`src/rtl/coin_acceptor_pkg.sv`:
```
// rtl/coin_acceptor_pkg.sv - shared types and constants for the coin acceptor front end
//   chan_state_t : per-slot debounce FSM state encoding
//   DEBOUNCE_CYCLES_DEFAULT : default stable-cycle count to accept a level change
//   AUDIT_W / sat_inc : audit counter width and saturating increment (COIN_AUDIT_EN builds)
package coin_acceptor_pkg;

  typedef enum logic [1:0] {
    LOW  = 2'b00,
    RISE = 2'b01,
    HIGH = 2'b11,
    FALL = 2'b10
  } chan_state_t;

  localparam int DEBOUNCE_CYCLES_DEFAULT = 4;
  localparam int AUDIT_W = 16;

  function automatic logic [AUDIT_W-1:0] sat_inc(input logic [AUDIT_W-1:0] v, input logic en);
    return (en && (v != '1)) ? v + 1'b1 : v;
  endfunction

endpackage

```
`src/rtl/coin_acceptor_if.sv`:
```
// rtl/coin_acceptor_if.sv - coin slot sensors, inhibit and accepted-coin pulses
//   nickel_raw, dime_raw : asynchronous slot sensors (high while coin present)
//   inhibit              : downstream busy, coins committed while high are rejected
//   nickel, dime         : one-cycle pulse per accepted coin
//   coin_reject          : one-cycle pulse to the coin-return gate
//   nickel_total, dime_total, reject_total : saturating audit counts (COIN_AUDIT_EN only)
//   master = sensor/downstream side, slave = coin_acceptor
interface coin_acceptor_if;

  logic nickel_raw;
  logic dime_raw;
  logic inhibit;
  logic nickel;
  logic dime;
  logic coin_reject;
`ifdef COIN_AUDIT_EN
  logic [coin_acceptor_pkg::AUDIT_W-1:0] nickel_total;
  logic [coin_acceptor_pkg::AUDIT_W-1:0] dime_total;
  logic [coin_acceptor_pkg::AUDIT_W-1:0] reject_total;
`endif

  modport master (
`ifdef COIN_AUDIT_EN
    input  nickel_total, dime_total, reject_total,
`endif
    output nickel_raw, dime_raw, inhibit,
    input  nickel, dime, coin_reject
  );

  modport slave (
`ifdef COIN_AUDIT_EN
    output nickel_total, dime_total, reject_total,
`endif
    input  nickel_raw, dime_raw, inhibit,
    output nickel, dime, coin_reject
  );

endinterface

```
`src/rtl/coin_debounce.sv`:
```
// rtl/coin_debounce.sv - 2-flop synchronizer plus 4-state debounce FSM for one slot
//   clk, reset : clock, synchronous active-high reset
//   i_raw      : asynchronous slot sensor
//   o_commit   : one-cycle strobe, once per debounced low-to-high excursion
//   DEBOUNCE_CYCLES must be >= 2
module coin_debounce
  import coin_acceptor_pkg::*;
#(
  parameter int DEBOUNCE_CYCLES = DEBOUNCE_CYCLES_DEFAULT
) (
  input  logic clk,
  input  logic reset,
  input  logic i_raw,
  output logic o_commit
);

  localparam int CNT_W = $clog2(DEBOUNCE_CYCLES + 1);
  // The count that would reach DEBOUNCE_CYCLES on this cycle's increment;
  // transitioning here keeps the counter strictly below the limit.
  localparam logic [CNT_W-1:0] CNT_LAST = CNT_W'(DEBOUNCE_CYCLES - 1);

  logic          r_sync1;
  logic          r_sync2;
  chan_state_t   r_state;
  chan_state_t   w_state_nxt;
  logic [CNT_W-1:0] r_cnt;
  logic [CNT_W-1:0] w_cnt_nxt;
  logic          r_commit;
  logic          w_commit_nxt;

  always_ff @(posedge clk) begin
    if (reset) begin
      r_sync1 <= 1'b0;
      r_sync2 <= 1'b0;
    end else begin
      r_sync1 <= i_raw;
      r_sync2 <= r_sync1;
    end
  end

  // State register; the commit strobe is registered alongside the state.
  always_ff @(posedge clk) begin
    if (reset) begin
      r_state  <= LOW;
      r_cnt    <= '0;
      r_commit <= 1'b0;
    end else begin
      r_state  <= w_state_nxt;
      r_cnt    <= w_cnt_nxt;
      r_commit <= w_commit_nxt;
    end
  end

  always_comb begin
    w_state_nxt  = r_state;
    w_cnt_nxt    = r_cnt;
    w_commit_nxt = 1'b0;
    case (r_state)
      LOW: begin
        if (r_sync2) begin
          w_state_nxt = RISE;
          w_cnt_nxt   = CNT_W'(1);
        end
      end
      RISE: begin
        if (!r_sync2) begin
          w_state_nxt = LOW;
          w_cnt_nxt   = '0;
        end else if (r_cnt == CNT_LAST) begin
          w_state_nxt  = HIGH;
          w_cnt_nxt    = '0;
          w_commit_nxt = 1'b1;
        end else begin
          w_cnt_nxt = r_cnt + 1'b1;
        end
      end
      HIGH: begin
        if (!r_sync2) begin
          w_state_nxt = FALL;
          w_cnt_nxt   = CNT_W'(1);
        end
      end
      FALL: begin
        if (r_sync2) begin
          w_state_nxt = HIGH;
          w_cnt_nxt   = '0;
        end else if (r_cnt == CNT_LAST) begin
          w_state_nxt = LOW;
          w_cnt_nxt   = '0;
        end else begin
          w_cnt_nxt = r_cnt + 1'b1;
        end
      end
      default: begin
        w_state_nxt = LOW;
        w_cnt_nxt   = '0;
      end
    endcase
  end

  always_comb begin
    o_commit = r_commit;
  end

endmodule

```
`src/rtl/coin_acceptor.sv`:
```
// rtl/coin_acceptor.sv - debounced coin front end with inhibit/collision reject stage
//   clk, reset : clock, synchronous active-high reset
//   bus        : coin_acceptor_if.slave (raw sensors, inhibit, nickel/dime/coin_reject pulses)
//   Optional macro COIN_AUDIT_EN adds saturating nickel/dime/reject totals on bus.
module coin_acceptor
  import coin_acceptor_pkg::*;
#(
  parameter int DEBOUNCE_CYCLES = DEBOUNCE_CYCLES_DEFAULT
) (
  input  logic            clk,
  input  logic            reset,
  coin_acceptor_if.slave  bus
);

  logic w_n_commit;
  logic w_d_commit;
  logic w_nickel_nxt;
  logic w_dime_nxt;
  logic w_reject_nxt;
  logic r_nickel;
  logic r_dime;
  logic r_reject;

  coin_debounce #(.DEBOUNCE_CYCLES(DEBOUNCE_CYCLES)) u_nickel_db (
    .clk      (clk),
    .reset    (reset),
    .i_raw    (bus.nickel_raw),
    .o_commit (w_n_commit)
  );

  coin_debounce #(.DEBOUNCE_CYCLES(DEBOUNCE_CYCLES)) u_dime_db (
    .clk      (clk),
    .reset    (reset),
    .i_raw    (bus.dime_raw),
    .o_commit (w_d_commit)
  );

  // inhibit only matters in the commit cycle; a simultaneous commit is
  // ambiguous and goes back to the customer whatever inhibit says.
  assign w_nickel_nxt = w_n_commit & ~w_d_commit & ~bus.inhibit;
  assign w_dime_nxt   = w_d_commit & ~w_n_commit & ~bus.inhibit;
  assign w_reject_nxt = (w_n_commit | w_d_commit) & (bus.inhibit | (w_n_commit & w_d_commit));

  always_ff @(posedge clk) begin
    if (reset) begin
      r_nickel <= 1'b0;
      r_dime   <= 1'b0;
      r_reject <= 1'b0;
    end else begin
      r_nickel <= w_nickel_nxt;
      r_dime   <= w_dime_nxt;
      r_reject <= w_reject_nxt;
    end
  end

  assign bus.nickel      = r_nickel;
  assign bus.dime        = r_dime;
  assign bus.coin_reject = r_reject;

`ifdef COIN_AUDIT_EN
  logic [AUDIT_W-1:0] r_nickel_total;
  logic [AUDIT_W-1:0] r_dime_total;
  logic [AUDIT_W-1:0] r_reject_total;

  // Keyed off the next-pulse terms so each total moves on the same edge its pulse rises.
  always_ff @(posedge clk) begin
    if (reset) begin
      r_nickel_total <= '0;
      r_dime_total   <= '0;
      r_reject_total <= '0;
    end else begin
      r_nickel_total <= sat_inc(r_nickel_total, w_nickel_nxt);
      r_dime_total   <= sat_inc(r_dime_total, w_dime_nxt);
      r_reject_total <= sat_inc(r_reject_total, w_reject_nxt);
    end
  end

  assign bus.nickel_total = r_nickel_total;
  assign bus.dime_total   = r_dime_total;
  assign bus.reject_total = r_reject_total;
`endif

endmodule

```
`src/flat_wrapper.sv`:
```
// flat-port wrapper written by rule: the top's interface ports become plain ports
module coin_acceptor_flat import coin_acceptor_pkg::*;
#(
  parameter int DEBOUNCE_CYCLES = DEBOUNCE_CYCLES_DEFAULT
)
  (clk, reset, bus_nickel_raw, bus_dime_raw, bus_inhibit, bus_nickel, bus_dime, bus_coin_reject);
  coin_acceptor_if bus_i ();
  input  logic clk;
  input  logic reset;
  input wire logic [$bits(bus_i.nickel_raw)-1:0] bus_nickel_raw;
  input wire logic [$bits(bus_i.dime_raw)-1:0] bus_dime_raw;
  input wire logic [$bits(bus_i.inhibit)-1:0] bus_inhibit;
  output wire logic [$bits(bus_i.nickel)-1:0] bus_nickel;
  output wire logic [$bits(bus_i.dime)-1:0] bus_dime;
  output wire logic [$bits(bus_i.coin_reject)-1:0] bus_coin_reject;
  assign bus_i.nickel_raw = bus_nickel_raw;
  assign bus_i.dime_raw = bus_dime_raw;
  assign bus_i.inhibit = bus_inhibit;
  assign bus_nickel = bus_i.nickel;
  assign bus_dime = bus_i.dime;
  assign bus_coin_reject = bus_i.coin_reject;
  coin_acceptor #(.DEBOUNCE_CYCLES(DEBOUNCE_CYCLES)) u_core (.clk(clk), .reset(reset), .bus(bus_i));
endmodule
```
`config.mk`:
```
export PLATFORM = sky130hd
export DESIGN_NAME = coin_acceptor_flat
export DESIGN_NICKNAME = d
export VERILOG_FILES = /design/src/rtl/coin_acceptor_pkg.sv /design/src/rtl/coin_acceptor_if.sv /design/src/rtl/coin_debounce.sv /design/src/rtl/coin_acceptor.sv /design/src/flat_wrapper.sv
export SDC_FILE = /design/constraint.sdc
export NUM_CORES = 1
export LEC_CHECK = 0
export ABC_CLOCK_PERIOD_IN_PS = 2750
export CORE_MARGIN = 2
export CORE_UTILIZATION = 55
export CTS_CLUSTER_DIAMETER = 30
export DETAILED_ROUTE_END_ITERATION = 12
export HOLD_SLACK_MARGIN = 0.15
export PLACE_DENSITY = 0.87
export SLEW_MARGIN = 20
export SYNTH_ARGS = -nofsm -noshare
export SYNTH_HDL_FRONTEND = slang
export SYNTH_SLANG_ARGS = --single-unit
```
`constraint.sdc`:
```
create_clock -name clk -period 2.75 [get_ports clk]
set_input_delay 0.4125 -clock clk [delete_from_list [all_inputs] [get_ports clk]]
set_output_delay 0.4125 -clock clk [all_outputs]
set_load 0.02 [all_outputs]
```
; Word level (Yosys, flattened, before mapping)
; Index checks and enable logic that the tools add are counted.
; Widths: inputs -> output; s select.
[totals]
out_inout_bits = 3
wordCells = 82
register_bits = 19
input_bits = 5
[op_classes]
n_addsub = 2
reduce_logical = 8
n_eq_ne = 16
bitwise_logic = 15
mux = 28
[op_table]
columns = cell, count
row1 = $mux 3, 10
row2 = $mux 2, 12
row3 = $pmux 3 s4, 2
row4 = $pmux 2 s4, 2
row5 = $ne 3x3->1 const B, 4
row6 = $eq 2x2->1 const B, 4
row7 = $ne 2x2->1 const B, 4
row8 = $reduce_and 4->1, 2
row9 = $not 1->1, 7
row10 = $add 3x1->3 const B, 2
row11 = $and 1x1->1, 6
row12 = $eq 3x2->1 const B, 2
row13 = $reduce_or 3->1, 2
row14 = $eq 2x1->1 const B, 2
row15 = $logic_not 2->1, 2
row16 = $reduce_and 2->1, 2
row17 = $mux 1, 2
row18 = $or 1x1->1, 2

; Depth between registers and ports, before layout
[depth]
word_depth = 4
ltp_mapped = 5

; Cells and area by module
; A second synthesis with hierarchy kept.
[unflattened]
hier_cells = 100
hier_area_um2 = 1014.7
[modules_own_cells]
columns = mod, cells_each, seq_area_each_um2, area_each_um2, instances
row1 = coin_debounce, 46, 160.2, 455.4, 2
row2 = coin_acceptor, 8, 60.1, 103.8, 1

; Least setup slack after synthesis
; OpenSTA, ideal clock, no wires.
[synth_timing]
path_type = reg2reg
from = register u_core.u_dime_db.r_state[0]
to = register u_core.u_dime_db.r_state[0]
synth_period_minus_slack_ns = 1.460
path_slack_ns = 1.290
required_ns = 2.629
t_arrival_ns = 1.339
stages_incl_launch_ff = 6
path_buffers = 0
setup_time_ns = 0.121
path_cell_list = dfxtp_1 -> inv_1 -> ha_1 -> mux2_4 -> a21oi_4 -> mux2_4
[synth_via]
elab_chain_len = 3
elab_cells_between_ends = 10
[synth_lines]
columns = element, line
row1 = start: declaration, coin_debounce.sv:24  ; chan_state_t r_state;
row2 = start signal: assignment, coin_debounce.sv:48  ; r_state <= w_state_nxt;
row3 = $eq 2x1->1 (tied with other cells), coin_debounce.sv:58  ; case (r_state)
row4 = $ne 3x3->1 (no source line) / $ne 2x2->1 (equally long branches), n/a
row5 = $reduce_and 4->1 (no source line), n/a
; Several ways; a longest one is shown, not always the timed one.
; A chain may end at the register's enable or synchronous reset.

; Final worst setup path
[layout_timing]
from = register u_core.r_nickel, in the netlist u_core.bus.nickel
to = output port bus_nickel
[layout_rtl]
columns = element, line
row1 = start: declaration, coin_acceptor.sv:20  ; logic r_nickel;
row2 = start signal: assignment, coin_acceptor.sv:50  ; r_nickel <= w_nickel_nxt;
row3 = end: declaration, flat_wrapper.sv:13  ; output wire logic [$bits(bus_i.nickel)-1:0] bus_nickel;
; No word-level cell between the ends.

==> impl_metrics.csv <==
group,metric,value,unit
critical_path,endpoint_kind,"primary output",
power,internal-power,423.5,uW
yosys,yosysWarningCount,0,
sta,finalSetupViolations,0,
critical_path,crit_type,"reg -> out",
cells_and_area,drive_gt1_share,13.21,%
floorplan,core_area,1708,um^2
detailed_routing,ant_nets,0,
sta,min_period,1622,ps
detailed_routing,wl_per_cell,12.40,um
clock_network,postCtsSetupRepairBufs,0,
yosys,synth_nets,114,
placed_design,gp_congestion,0.7411,
detailed_routing,drt-vias-per-instance,5.275,
power,power_frac_seq,51.4,%
sta,setup_slack,1128,ps
clock_network,hold_buffers,0,
detailed_routing,wl,1.624,mm
grt,gr-total-overflow,0,
sta,hold_viol,0,
power,power.share.switching,29.27,%
floorplan,die_w,46.40,um
clock_network,clockBufferDepth,2,
critical_path,start_kind,"register",
sta,whs,453.3,ps
grt,antenna_found_initial,0,
critical_path,crit_path_max_incr_delay,590,ps
clock_network,cts_tree,"built",
power,ir_worst_vdd,0.0003324,V
detailed_routing,drt_iter0_markers,10,
critical_path,crit_slowest_cell,"clkdlybuf4s50_1",
placed_design,dpl.hpwl,1.222,mm
critical_path,cpLargestDelayFamily,"buffers and inverters",
clock_network,clkLatencyLatePin,300,ps
cells_and_area,nets,124,
clock_network,clk_pin_slew_worst_paths,100,ps
floorplan,fp.dieH,46.40,um
grt,grt_pass1_vias,644,
grt,grt_pass1_wl,2.697,mm
floorplan,start_util,57.88,%
sta,slew_headroom,49.97,%
detailed_routing,vias,691,
power,p_per_area,540.1,nW/um^2
clock_network,cts-root-buf,"clkbuf_4",
critical_path,critical_path_arrival,1210,ps
sta,worst_slew_pin_slew,748.0,ps
grt,grt_max_degree,24,
critical_path,cp_data_required_time,2340,ps
sta,fin_skew,5.687,ps
clock_network,cts_sinks,19,
cells_and_area,n_antenna_cell,0,
yosys,ys_seq_area_share,38.48,%
sta,final_max_slew_viol_count,0,
cells_and_area,area_delta_synth_final,12.15,%
yosys,yosysUniqueCellTypes,30,
power,total_power,598.8,uW
critical_path,path_depth,1,
floorplan,die-area,2153,um^2
clock_network,cts_htree_levels,1,
clock_network,cts_resized,0,
critical_path,crit_chain,"clkdlybuf4s50_1",
run,cap_violations,0,
power,power_frac_clock,22.6,%
power,power_leakage,0.0004158,uW
worst_hold_path,hold_depth,1,
critical_path,worst-path-max-fanout,1,
placed_design,dpl_worst_slack,817.1,ps
sta,fmax,616.6,MHz
detailed_routing,dr.pass1.iters,4,
clock_network,cts_buffers,3,
power,switchingPower,175.3,uW
sta,period_share,58.97,%
power,p_comb_share,26.0,%
floorplan,ios,8,
critical_path,cp_num_buf_inv,1,
grt,grtUsageTotal,18.22,%
yosys,ys_ff_latch,19,
sta,rsz0062_at_grt,"false",
yosys,synth_cells,97,
run_status,status,"complete, no violations",
worst_hold_path,hold_path_class,"reg -> reg",
detailed_routing,drc,0,
critical_path,r2r.worst_path.cells,5,
yosys,netlist_area,988.4,um^2
sta,timing.setup.tns,0,ps
yosys,postSynthAreaPerCell,10.19,um^2
placed_design,port_buffers,7,
floorplan,rows,15,
## per-stage QoR
stage	instance area [um^2]	cells	util, %
2_1_floorplan	988.4	97	-
3_3_place_gp	1082	127	63.37
3_5_place_dp	1082	127	63.37
4_1_cts	1109	131	64.91
5_1_grt	1109	131	64.91
6_report	1109	131	64.91
## power by group through the flow
| stage | Clock, uW | Sequential, uW | Combinational [uW] |
|---|---|---|---|
| 2_1_floorplan | 0 | 310 | 124 |
| 3_3_place_gp | 0 | 313 | 148 |
| 3_5_place_dp | 0 | 314 | 154 |
| 4_1_cts | 141 | 308 | 155 |
| 5_1_grt | 154 | 311 | 173 |
| 6_report | 135 | 308 | 155 |
## metal layers
layer	track usage [%]	routed length (um)	up-vias	share of wire, %
li1	-	-	355	-
met1	22.33	780	314	48
met2	27.78	716	16	44
met3	7.059	81	6	5.0
met4	8.571	46	0	2.8
met5	0	0	-	0
## layout make-up
cell class | instances | area [um^2]
clock buffers | 4 | 26.28
fillers | 144 | 599.3
inverters | 8 | 30.03
multi-input cells | 68 | 570.5
flip-flops and latches | 19 | 380.4
well taps | 25 | 31.28
repair buffers | 7 | 70.07
## worst reg2reg max path, stage by stage (launching register included)
cell	delay, ps
dfxtp_1	380
inv_1	110
ha_1	210
mux2_4	300
a21oi_4	170
mux2_4	320
## placed cells by master, fill, tap and decap left out, drive strengths merged
| master | n |
|---|---|
| a211oi | 2 |
| a21oi | 6 |
| a311oi | 2 |
| a31oi | 2 |
| and2 | 2 |
| and2b | 1 |
| clkbuf | 4 |
| clkdlybuf4s50 | 7 |
| dfxtp | 19 |
| ha | 12 |
| inv | 8 |
| mux2 | 6 |
| mux2i | 3 |
| nand2 | 6 |
| nand2b | 3 |
| nand3b | 1 |
| nand4 | 1 |
| nand4bb | 1 |
| nor2 | 5 |
| nor2b | 4 |
| nor3 | 3 |
| nor3b | 2 |
| nor4b | 2 |
| o21ai | 2 |
| o21bai | 1 |
| or2b | 1 |
## path summary, 6_finish.rpt
path                                from  slack, ps                          end
max                    u_core.bus.nickel       1130                   bus_nickel
min           u_core.u_nickel_db.r_sync1        450   u_core.u_nickel_db.r_sync2
max reg2reg  u_core.u_dime_db.r_state[1]       1160  u_core.u_dime_db.r_state[0]
min reg2reg   u_core.u_nickel_db.r_sync1        450   u_core.u_nickel_db.r_sync2
## cells in the mapped netlist
cell / number / area [um^2]
nor3b_1: 2 / 15.01
buf_1: 1 / 3.750
nor2_1: 5 / 18.77
and2_1: 2 / 12.51
a21oi_2: 1 / 8.760
nand2b_1: 3 / 18.77
mux2_4: 5 / 75.07
nand2_1: 6 / 22.52
a211oi_1: 2 / 15.01
a311oi_2: 1 / 15.01
ha_1: 12 / 150.1
mux2i_1: 3 / 30.03
a21oi_4: 1 / 16.27
mux2_2: 1 / 11.26
and2b_2: 1 / 8.760
nor2b_1: 4 / 25.02
o21bai_1: 1 / 7.510
a311oi_1: 1 / 8.760
o21ai_0: 2 / 10.01
clkbuf_1: 1 / 3.750
nand4bb_1: 1 / 11.26
inv_1: 8 / 30.03
nor4b_1: 2 / 17.52
or2b_1: 1 / 7.510
nor3_1: 3 / 15.01
nand3b_2: 1 / 11.26
dfxtp_1: 19 / 380.4
a21oi_1: 4 / 20.02
a31oi_1: 2 / 12.51
nand4_1: 1 / 6.260
## kinds of logic after synthesis
kind of cell | share of synthesized area, %
and+or+nand+nor | 19.24
DFF | 38.48
AOI/OAI and AO/OA | 11.52
adders and majority gates | 15.19
buffers and inverters | 3.797
muxes | 11.77
## registers in the layout, indices dropped and copies added (netlist names), 2 cells and up
signal                      cells
u_core.u_dime_db.r_cnt          3
u_core.u_dime_db.r_state        2
u_core.u_nickel_db.r_state      2
u_core.u_nickel_db.r_cnt        3
Power figures use the tool's default switching activity.
==> edit 1: new RTL, same settings <==
The 4 states of `chan_state_t` get a one-hot encoding in 4 bits.
--- a/src/rtl/coin_acceptor_pkg.sv
+++ b/src/rtl/coin_acceptor_pkg.sv
@@ -4,11 +4,11 @@
 //   AUDIT_W / sat_inc : audit counter width and saturating increment (COIN_AUDIT_EN builds)
 package coin_acceptor_pkg;
 
-  typedef enum logic [1:0] {
-    LOW  = 2'b00,
-    RISE = 2'b01,
-    HIGH = 2'b11,
-    FALL = 2'b10
+  typedef enum logic [3:0] {
+    LOW  = 4'b0001,
+    RISE = 4'b0010,
+    HIGH = 4'b0100,
+    FALL = 4'b1000
   } chan_state_t;
 
   localparam int DEBOUNCE_CYCLES_DEFAULT = 4;
Check against the original RTL: same outputs for any inputs over 10 cycles, from zero or initial values and one cycle with reset high; not proved beyond that.
==> edit 1 against the unedited design <==
- setup slack worse by 0.016 ns
- highest routed layer is now met3
- die area up 15%
- sequential cell count up 4
- final cell count increased by 21%
- utilization is 2.3 points lower
- via count increased by 32%
- wire length increased by 28%
- critical path type unchanged
- cell area increased by 11%
- synthesized area is 17% higher
Power is not compared: it rests on default switching activity, and its combinational part moved more than twofold at a synthesized area within 25%.
==> edit 1: results (changes against the unedited design) <==
INFO  place          place.gp.congestion=0.892 [was 0.741]
INFO  final_layout   drive_above_1_share=6.87% [was 13.2%]
INFO  logic_synthesis synth-compound-area-share=19.3% [was 11.5%]
INFO  logic_synthesis post_synth_mux_area_share=0% [was 11.8%]
INFO  critical_path  ff2ff_setup_slack=1.14ns [was 1.16 ns]
INFO  routing        drt-wirelength-per-cell=13.2um [was 12.4 um]
INFO  worst_hold_path min-delay-start=u_core.u_nickel_db.r_cnt[2] [was u_core.u_nickel_db.r_sync1]
INFO  place          place.port_buffers=7 [unchanged]
INFO  global_routing grtUsageTotal=18.2% [about the same]
INFO  critical_path  worstRegToRegCells=4 [was 5]
INFO  global_routing maximum_number_of_pins_on_one_net_before_global_route_repair=20 [was 24]
INFO  critical_path  max_stage_delay=0.60ns
INFO  global_routing grt_pass1_wl=3530um [was 2700 um]
INFO  routing        number_of_violations_reported_at_the_end_of_detailed_routing_iteration_0=26 [was 10]
INFO  place          dp_worst_setup_slack=0.828ns [was 0.817 ns]
INFO  final_layout   largestRegisters=u_core.u_dime_db.r_state: 4 flops, u_core.u_nickel_db.r_state: 4 flops [was u_core.u_dime_db.r_cnt: 3 flops, u_core.u_nickel_db.r_cnt: 3 flops]
INFO  global_routing grt_pass1_vias=827 [was 644]
INFO  worst_hold_path holdPathEnd=u_core.u_nickel_db.o_commit [was u_core.u_nickel_db.r_sync2]
INFO  logic_synthesis ys_top_cells_by_count=dfxtp_1 (23), nor2_1 (13), a21oi_1 (8) [was dfxtp_1 (19), ha_1 (12), inv_1 (8)]
INFO  logic_synthesis yosys.cell_types.count=40 [was 30]
INFO  logic_synthesis synth_top_cells_by_area=dfxtp_1 (40%), nor2_1 (4.2%), nor2b_1 (3.8%), a21oi_1 (3.5%), a32oi_1 (3.0%) [was dfxtp_1 (38%), ha_1 (15%), mux2_4 (7.6%), mux2i_1 (3.0%), inv_1 (3.0%)]
INFO  routing        viasPerCell=5.78 [was 5.27]
INFO  logic_synthesis synth_xor_area_share=3.04% [was 0%]
INFO  status         result_of_the_run=complete, no violations [unchanged]
INFO  timing         max_slew_headroom=54.6% [was 50.0%]
INFO  final_layout   finish.net_count=139 [was 124]
INFO  critical_path  worst_r2r_endpoint=u_core.u_nickel_db.r_state[0] [was u_core.u_dime_db.r_state[0]]
INFO  logic_synthesis synth_adder_area_share=2.17% [was 15.2%]
INFO  critical_path  r2r-start=u_core.u_nickel_db.r_state[3] [was u_core.u_dime_db.r_state[1]]
-- edit 1: power by group --
part	total [W]	internal [W]	switching [W]
logic	0.0000597	0.0000299	0.0000299
registers	0.000355	0.000342	0.0000127
clock network	0.000144	0.0000566	0.0000872
total	0.000558	0.000428	0.000130
-- edit 1: layout make-up --
cell class / count / area [sq um]
clock buffers: 4 / 26.3
multi-input cells: 92 / 619
repair buffers: 7 / 70.1
inverters: 5 / 18.8
flip-flops and latches: 23 / 460
well taps: 27 / 33.8
fillers: 188 / 733
-- edit 1: kinds of logic after synthesis --
logic type	Yosys count
AO/OA/AOI/OAI	29
adder cells (fa/ha/maj)	2
buffers and inverters	13
flip-flops	23
AND/OR/NAND/NOR	57
XOR/XNOR	4
-- edit 1: metrics by stage --
| step | hold slack [ns] | cell area [sq um] | utilization (%) | instances |
|---|---|---|---|---|
| 2_1_floorplan | 0.399 | 1150 | - | 128 |
| 3_3_place_gp | 0.411 | 1200 | 61.3 | 154 |
| 3_5_place_dp | 0.420 | 1200 | 61.3 | 154 |
| 4_1_cts | 0.436 | 1230 | 62.6 | 158 |
| 5_1_grt | 0.452 | 1230 | 62.6 | 158 |
| 6_report | 0.437 | 1230 | 62.6 | 158 |
-- edit 1: worst max path at each step --
stage | start | endpoint | cells after the start
global placement | reset | u_core.u_nickel_db.r_state[3] | 4
global route | reset | u_core.u_nickel_db.r_state[3] | 4
finish | u_core.bus.nickel | bus_nickel | 1
floorplan | u_core.u_nickel_db.r_sync2 | u_core.u_nickel_db.r_state[0] | 5
CTS | u_core.bus.nickel | bus_nickel | 1
detailed placement | reset | u_core.u_nickel_db.r_state[2] | 4
-- edit 1: layer usage --
metal / track usage, % / part of all wire, % / vias up
met3: 5.76 / 4.5 / 0
met5: 0 / 0 / -
met2: 28.4 / 45 / 19
met1: 25.2 / 50 / 425
li1: - / - / 469
met4: 2.78 / 0 / 0
==> edit 2: new RTL, same settings <==
Without the edit above. The package constant `DEBOUNCE_CYCLES_DEFAULT` goes from 4 to 2.
--- a/src/rtl/coin_acceptor_pkg.sv
+++ b/src/rtl/coin_acceptor_pkg.sv
@@ -11,7 +11,7 @@
     FALL = 2'b10
   } chan_state_t;
 
-  localparam int DEBOUNCE_CYCLES_DEFAULT = 4;
+  localparam int DEBOUNCE_CYCLES_DEFAULT = 2;
   localparam int AUDIT_W = 16;
 
   function automatic logic [AUDIT_W-1:0] sat_inc(input logic [AUDIT_W-1:0] v, input logic en);
Check against the original RTL: not equivalent (Yosys sat finds a counterexample within 10 cycles, from zero or initial values and one cycle with reset high).
==> edit 2 against the unedited design <==
- register-to-register slack got worse by 0.08 ns
- total power fell by 12%
- cell area fell by 17%
- clock skew fell by 0.0050 ns
- count of clock-buffer cells in the layout did not move
- wire length fell by 24%
- synthesized area fell by 18%
- critical endpoint is now u_core.u_dime_db.r_state[0]
- clock power fell by 5%
- die area fell by 17%
- critical path depth rose by 4
- setup slack got worse by 0.043 ns
- sequential cell count fell by 2
==> edit 2: results (changes against the unedited design) <==
INFO  final_layout   seqAreaFraction=37.2% [was 34.3%]
INFO  status         result_of_the_run=complete, no violations [unchanged]
INFO  final_layout   drive_above_1_share=8.79% [was 13.2%]
INFO  place          place_hpwl=897um [was 1220 um]
INFO  place          place.detailed.instances=102 [was 127]
INFO  timing         timing.final.crit_share=60.5% [was 59.0%]
INFO  timing         timing_worst_slew_pin_value=0.684ns [was 0.748 ns]
INFO  final_layout   multi_input_area=438squm [was 571 sq um]
INFO  final_layout   buffer_area_share=7.65% [was 6.32%]
INFO  place          placed_cell_area=890squm [was 1080 sq um]
INFO  timing         hold-worst-slack=0.442ns [was 0.453 ns]
INFO  final_layout   layout.non_clock_inverters=6 [was 8]
INFO  routing        number_of_violations_reported_at_the_end_of_detailed_routing_iteration_0=5 [was 10]
INFO  logic_synthesis synth.net_count=96 [was 114]
INFO  power          vdd_drop_max=383uV [was 332 uV]
INFO  global_routing use_met3=3.02% [was 7.06%]
INFO  power          p_seq_share=52.5% [was 51.4%]
INFO  global_routing grtUsageMet1=22.0% [was 22.3%]
INFO  final_layout   num-multi-input-gates=57 [was 68]
INFO  logic_synthesis seq_area_frac_synth=42.1% [was 38.5%]
INFO  routing        viasPerCell=5.36 [was 5.27]
INFO  global_routing grt_util_met2=25.2% [was 27.8%]
INFO  place          place.gp.congestion=0.781 [was 0.741]
INFO  critical_path  critPathTopFamily=multiplexers [was buffers and inverters]
INFO  power          power_clock=0.000128W [was 0.000135 W]
INFO  routing        detail_route.wirelength.met1=630um [was 780 um]
INFO  power          cell_internal_pwr=0.000379W [was 0.000423 W]
INFO  final_layout   filler_cell_count=103 [was 144]
INFO  final_layout   fraction_of_standard_cell_area_in_multi_input_logic=47.8% [was 51.5%]
INFO  logic_synthesis synth_top_cells_by_area=dfxtp_1 (42%), ha_1 (14%), mux2_2 (4.2%), nor2b_1 (3.9%), mux2i_1 (3.7%) [was dfxtp_1 (38%), ha_1 (15%), mux2_4 (7.6%), mux2i_1 (3.0%), inv_1 (3.0%)]
INFO  logic_synthesis ys_top_cells_by_count=dfxtp_1 (17), ha_1 (9), inv_1 (6), nor2_1 (6) [was dfxtp_1 (19), ha_1 (12), inv_1 (8)]
INFO  global_routing grt_pass1_wl=2230um [was 2700 um]
INFO  place          dp_worst_setup_slack=0.895ns [was 0.817 ns]
-- edit 2: cell types whose count changed in the layout (fill, tap and decap cells not counted), sizes merged, moves of 2 or more --
cell   delta
ha        -3
a31oi     -2
and2      -2
dfxtp     -2
inv       -2
nand2     -2
-- edit 2: path summary, 6_finish.rpt --
path / start / end
max reg2reg: u_core.u_dime_db.r_state[0] / u_core.u_dime_db.r_state[0]
max: u_core.u_dime_db.r_state[0] / u_core.u_dime_db.r_state[0]
min reg2reg: u_core.u_dime_db.r_sync1 / u_core.u_dime_db.r_sync2
min: u_core.u_dime_db.r_sync1 / u_core.u_dime_db.r_sync2
-- edit 2: kinds of logic (layout without fill, tap and decap cells) --
logic type                 after synthesis  after routing  share of synthesized area, %
and+or+nand+nor                         28             28                          19.2
buffers and inverters                    8             17                          3.72
AOI/OAI and AO/OA                       12             12                          10.4
muxes                                    8              8                          10.7
adders and majority gates                9              9                          13.9
DFF                                     17             17                          42.1
